==> src/rtl/pipeline_wb_gen.sv <==
// Writeback stage: holds one instruction, selects ALU result or extracted load data,
// and handshakes the register-file write port. Also carries the delayed-B register pair.
module pipeline_wb_gen #(
  parameter int unsigned DW      = 16,
  parameter int unsigned RW      = 3,
  parameter logic [2:0]  LDR_OPC = 3'b011
) (
  input  logic          clk,
  input  logic          rst,
  input  logic          in_valid,
  output logic          in_ready,
  input  logic [2:0]    in_opcode,
  input  logic          in_wen,
  input  logic [RW-1:0] in_wnum,
  input  logic [DW-1:0] in_result,
  input  logic [1:0]    in_ldmode,
  input  logic [DW-1:0] mem_rdata,
  input  logic [DW-1:0] db_data_in,
  input  logic          db_valid_in,
  input  logic          fetch_next,
  output logic [DW-1:0] db_data_out,
  output logic          db_valid_out,
  output logic          wb_valid,
  output logic [RW-1:0] wb_num,
  output logic [DW-1:0] wb_data,
  input  logic          wb_ack
);

  logic          s_valid_q;
  logic [2:0]    s_opcode_q;
  logic          s_wen_q;
  logic [RW-1:0] s_wnum_q;
  logic [DW-1:0] s_result_q;
  logic [1:0]    s_ldmode_q;
  logic          fresh_q;
  logic [DW-1:0] rdata_hold_q;
  logic [DW-1:0] db_data_q;
  logic          db_valid_q;

  logic          commit;
  logic          accept;
  logic [DW-1:0] memdata;
  logic [DW-1:0] ext;

  // A non-writing entry retires without waiting for the write port.
  assign commit   = s_valid_q && (!s_wen_q || wb_ack);
  assign in_ready = !rst && (!s_valid_q || commit);
  assign accept   = in_valid && in_ready;

  // The sync RAM only presents data in the cycle right after acceptance.
  assign memdata  = fresh_q ? mem_rdata : rdata_hold_q;

  always_comb begin
    ext = memdata;
    case (s_ldmode_q)
      2'b00:   ext = memdata;
      2'b01:   ext = {{(DW-8){1'b0}}, memdata[7:0]};
      2'b10:   ext = {{(DW-8){memdata[7]}}, memdata[7:0]};
      default: ext = memdata >> 8;
    endcase
  end

  assign wb_valid     = s_valid_q && s_wen_q;
  assign wb_num       = s_wnum_q;
  assign wb_data      = (s_opcode_q == LDR_OPC) ? ext : s_result_q;
  assign db_data_out  = db_data_q;
  assign db_valid_out = db_valid_q;

  always_ff @(posedge clk) begin
    if (rst) begin
      s_valid_q    <= 1'b0;
      s_opcode_q   <= '0;
      s_wen_q      <= 1'b0;
      s_wnum_q     <= '0;
      s_result_q   <= '0;
      s_ldmode_q   <= '0;
      fresh_q      <= 1'b0;
      rdata_hold_q <= '0;
    end else begin
      fresh_q <= accept;
      if (fresh_q && !commit) begin
        rdata_hold_q <= mem_rdata;
      end
      if (accept) begin
        s_valid_q  <= 1'b1;
        s_opcode_q <= in_opcode;
        s_wen_q    <= in_wen;
        s_wnum_q   <= in_wnum;
        s_result_q <= in_result;
        s_ldmode_q <= in_ldmode;
      end else if (commit) begin
        s_valid_q <= 1'b0;
      end
    end
  end

  // Delayed-B pair runs independently of the writeback entry.
  always_ff @(posedge clk) begin
    if (rst) begin
      db_data_q  <= '0;
      db_valid_q <= 1'b0;
    end else if (fetch_next || !db_valid_q) begin
      db_data_q  <= db_data_in;
      db_valid_q <= db_valid_in;
    end
  end

endmodule

==> config.mk <==
export PLATFORM = sky130hd
export DESIGN_NAME = pipeline_wb_gen
export DESIGN_NICKNAME = d
export VERILOG_FILES = /design/src/rtl/pipeline_wb_gen.sv
export SDC_FILE = /design/constraint.sdc
export NUM_CORES = 1
export LEC_CHECK = 0
export ABC_AREA = 1
export CORE_MARGIN = 2
export CORE_UTILIZATION = 50
export CTS_BUF_LIST = sky130_fd_sc_hd__clkbuf_4
export DETAILED_ROUTE_END_ITERATION = 8
export PLACE_DENSITY = 0.87
export SYNTH_ARGS = -nofsm -noshare
export SYNTH_HDL_FRONTEND = slang
export SYNTH_SLANG_ARGS = --single-unit
==> constraint.sdc <==
create_clock -name clk -period 1.8 [get_ports clk]
set_clock_uncertainty 0.05 [all_clocks]
set_input_delay 0.18 -clock clk [delete_from_list [all_inputs] [get_ports clk]]
set_output_delay 0.18 -clock clk [all_outputs]
set_load 0.01 [all_outputs]
# Word level (Yosys, flattened, before mapping)
# Index checks and enable logic that the tools add are counted.
[op_classes] n_div=0 shift=0 n_bitwise=0 eq_ne=3 reduce_logical=15 addsub=0 n_mul=0 n_lt_le_gt_ge=0 muxes=5
[op_table] op="$pmux W16 S3" n=1
[op_table] op="$mux W16" n=2
[op_table] op="$logic_and A1 B1 Y1" n=5
[op_table] op="$logic_not A1 Y1" n=5
[op_table] op="$eq A3 B2 Y1 const B" n=1
[op_table] op="$logic_or A1 B1 Y1" n=3
[op_table] op="$eq A2 B1 Y1 const B" n=1
[op_table] op="$eq A2 B2 Y1 const B" n=1
[op_table] op="$logic_not A2 Y1" n=1
[op_table] op="$mux W1" n=2
[op_table] op="$reduce_bool A2 Y1" n=1
[word_totals] register_bits=60 ramBits=0 input_bits=63 elab_cells=33 output_inout_bits=38 rom_bits=0 latchBits=0 memories=0

# Longest topological paths before layout
[logic_depth] depth_word=7 ltp_mapped=7

# Least setup slack after synthesis
# No wires, ideal clock.
[synth_path] path_type="register to output" from="register s_ldmode_q[0]" to="output port wb_data[10]" path_slack_ns=0.625 arrival_ns=0.945 required_time_ns=1.570 path_stages_with_launch=6 path_cell_list="dfxtp_1 > nor2_1 > nand3_1 > nand2_1 > nand2_1 > nand2_1"
[synth_via] elab_chain_len=3
[synth_rtl] item="start, declared" line_no="34" rtl="logic [1:0] s_ldmode_q;"
[synth_rtl] item="start signal, assigned" line_no="90" rtl="s_ldmode_q <= in_ldmode;"
[synth_rtl] item="$eq A2 B2 Y1 (tied with other cells)" line_no="55" rtl="case (s_ldmode_q)"
[synth_rtl] item="$pmux W16 S3 (*)" line_no="55"
[synth_rtl] item="$mux W16 (*)" line_no="65" rtl="assign wb_data = (s_opcode_q == LDR_OPC) ? ext : s_result_q;"
[synth_rtl] item="end, declared" line_no="25" rtl="output logic [DW-1:0] wb_data,"
# Mark *: on every way between the ends. The rest lies on a longest branch, timed or not.

# Worst setup path after layout
[layout_path] from="register fresh_q" to="output port wb_data[1]"
[layout_via] elab_chain_len=3
[layout_rtl] item="start, declared" line_no="35" rtl="logic fresh_q;"
[layout_rtl] item="start signal, assigned" line_no="80" rtl="fresh_q <= accept;"
[layout_rtl] item="$mux W16" line_no="51" rtl="assign memdata = fresh_q ? mem_rdata : rdata_hold_q;"
[layout_rtl] item="$pmux W16 S3" line_no="55"
[layout_rtl] item="$mux W16" line_no="65"
# No other way between the ends.

==> metrics.yaml <==
critical-path-slowest-cell: "dfxtp_4"
gp_congestion: 0.886
area_delta_synth_final_pct: 50.6
power_density_nw_per_um2: 730
io_buffers: 100
initial_core_util_pct: 52.3
min_from: "in_result[12]"
yosys_warnings: 0
numClockSinks: 60
hold_buffers: 0
worstSetupStartpoint: "fresh_q"
start_kind: "flip-flop"
die_x_um: 80.1
first_global_vias: 3086
setup_viol: 3
first_pass_iters: 5
placed_cell_area_um2: 3980
yosys.area_share.simple_pct: 42.9
crit_arrival_ns: 1.62
synthCells: 445
ir_worst_vdd_mv: 0.588
fin_crit_ns: 1.85
wire_per_inst_um: 14.0
synth_compound_gate_area_share_pct: 5.70
clkLatencyLatePin_ns: 0.40
synth.avg_cell_area_um2: 6.51
slew_headroom_pct: 68.4
synth_top_family_by_area: "simple AND/OR/NAND/NOR gates"
die_h_um: 80.1
dp.cells: 607
reg2reg_from: "fresh_q"
nFillCells: 375
rsz0062_at_grt: "yes"
synth_area_leader_cell: "dfxtp_1"
place_ws_ns: -0.173
min_delay_path_depth: 3
violations: "negative setup slack"
synth.area.top_cells: "dfxtp_1, nand2_1, nand3_1"
finalHoldViolations: 0
end_kind: "output pin"
critical_path_class: "reg -> out"
placeableCoreArea_um2: 5540
fin_nets: 622
finalNonFillerCells: 636
cts-root-buf: "clkbuf_4"
grt_use_total_pct: 28.0
drtIter0Drc: 324
dp_hpwl_um: 5590
antenna_found_initial: 0
synthAdderAreaFrac_pct: 0
drc: 0
crit_path_frequent_cell: "nand2_2"
max_stage_delay_ns: 0.42
htree_levels: 3
die_area_um2: 6420
grt_max_degree: 42
clockBufferDepth: 2
ff2ff_path_depth: 6
required_ns: 1.57
drtAntennaViolNets: 0
grt_overflow: 0
drt-total-wl_um: 8910
synth_seq_cells: 60
synth.area.mux_share_pct: 0
final.setup.worst_slack_ns: -0.0473
vias: 3354
rows: 27
drive_gt1_share_pct: 18.6
syn_area_um2: 2900
clk_pin_slew_ns: 0.12
tns_ns: -0.0697
drv_cap: 0
path_cells: "clkinvlp_4, buf_6, nand2_4, nand2_2, nand2_2, nand3_2, nand2_2, buf_6"
synth_top_area_share_pct: 41.5
cts_tree: "yes"
yosysUniqueCellTypes: 16
grt_pass1_wl_um: 13900
synth_seq_area_share_pct: 41.5
hold_class: "in -> reg"
syn-num-nets: 508
max_freq_mhz: 541
ioPinCount: 101
worst_pin_slew_ns: 0.473
antenna_cells: 0
layout_common_cells: "nand2_1, nand3_1, clkdlybuf4s50_1"
final_common_cell: "nand2_1"
period_share_pct: 103
path_max_fanout: 5
status: "complete, but fails checks"
leakagePower_nw: 2.12
final_cell_area_um2: 4360
synth-xor-area-share_pct: 0
total_power_mw: 3.18
vias_per_cell: 5.27
numCtsBuffers: 9
maxSlewViolCount: 0
synth_stat cells:
library cell  instances
clkbuf_1              2
dfxtp_1              60
buf_4                 1
nor2_4                3
nand2_1             143
nand2_2               1
buf_6                 5
buf_1                 1
inv_2                 3
o21ai_0              16
nand3_1              91
inv_1                31
buf_2                17
nor2_1               53
a21oi_1              17
nand3_2               1
what timing repair did:
item,4_1_cts,5_1_grt
cloned,2,0
resized for setup,76,45
endpoints found under the setup margin,17,16
pin swaps,2,16
buffers inserted,8,3
logic make-up (layout without fill, tap and decap cells):
logic type,after synthesis,in the layout
flops,60,60
simple gates,292,292
buf+inv,60,179
compound gates,33,33
power by group:
| part | internal, mW | total (mW) | switching [mW] |
|---|---|---|---|
| registers | 1.42 | 1.48 | 0.0617 |
| logic | 0.380 | 0.740 | 0.360 |
| clock network | 0.448 | 0.959 | 0.510 |
| total | 2.25 | 3.18 | 0.932 |
sequential cells by signal, indices dropped and copies added (netlist names):
signal / flops
s_ldmode_q: 2
s_wen_q: 1
wb_num: 3
rdata_hold_q: 16
s_opcode_q: 3
s_result_q: 16
db_data_out: 16
fresh_q: 1
db_valid_out: 1
s_valid_q: 1
final timing paths:
check	to	slack, ns
setup / recovery	wb_data[1]	-0.05
hold / removal	s_result_q[12]	0.26
setup reg to reg	rdata_hold_q[2]	0.37
hold reg to reg	s_result_q[3]	0.42
layer usage:
metal / track usage (%) / routed length, um / vias to the layer above
met5: 0 / 0 / -
met3: 8.65 / 746 / 20
li1: - / - / 1644
met4: 11.7 / 199 / 0
met1: 32.6 / 3490 / 1534
met2: 47.6 / 4470 / 156
critical path, delay by kind of cell, from the launching register on:
| family | cells | cell delay (ns) |
|---|---|---|
| AND/OR/NAND/NOR | 5 | 0.36 |
| buffers and inverters | 3 | 0.43 |
| flip-flops | 1 | 0.42 |
stage by stage:
stage                     hold WS [ns]  utilization (%)
after floorplan                  0.199                -
after CTS                        0.238             77.5
after detailed placement         0.407             71.9
after global placement           0.401             71.9
after global routing             0.245             78.7
final                            0.255             78.7
layout make-up:
| cell class | count | area (um^2) | area share, % |
|---|---|---|---|
| Clock buffer | 11 | 82.6 | 1.89 |
| Clock inverter | 5 | 52.6 | 1.21 |
| Inverter | 34 | 139 | 3.19 |
| Multi-Input combinational cell | 325 | 1540 | 35.3 |
| Sequential cell | 60 | 1210 | 27.9 |
| Tap cell | 72 | 90.1 | 2.07 |
| Timing Repair Buffer | 128 | 1240 | 28.4 |
| Timing Repair inverter | 1 | 7.51 | 0.172 |
Note: power is estimated with default switching activity, not from simulation.
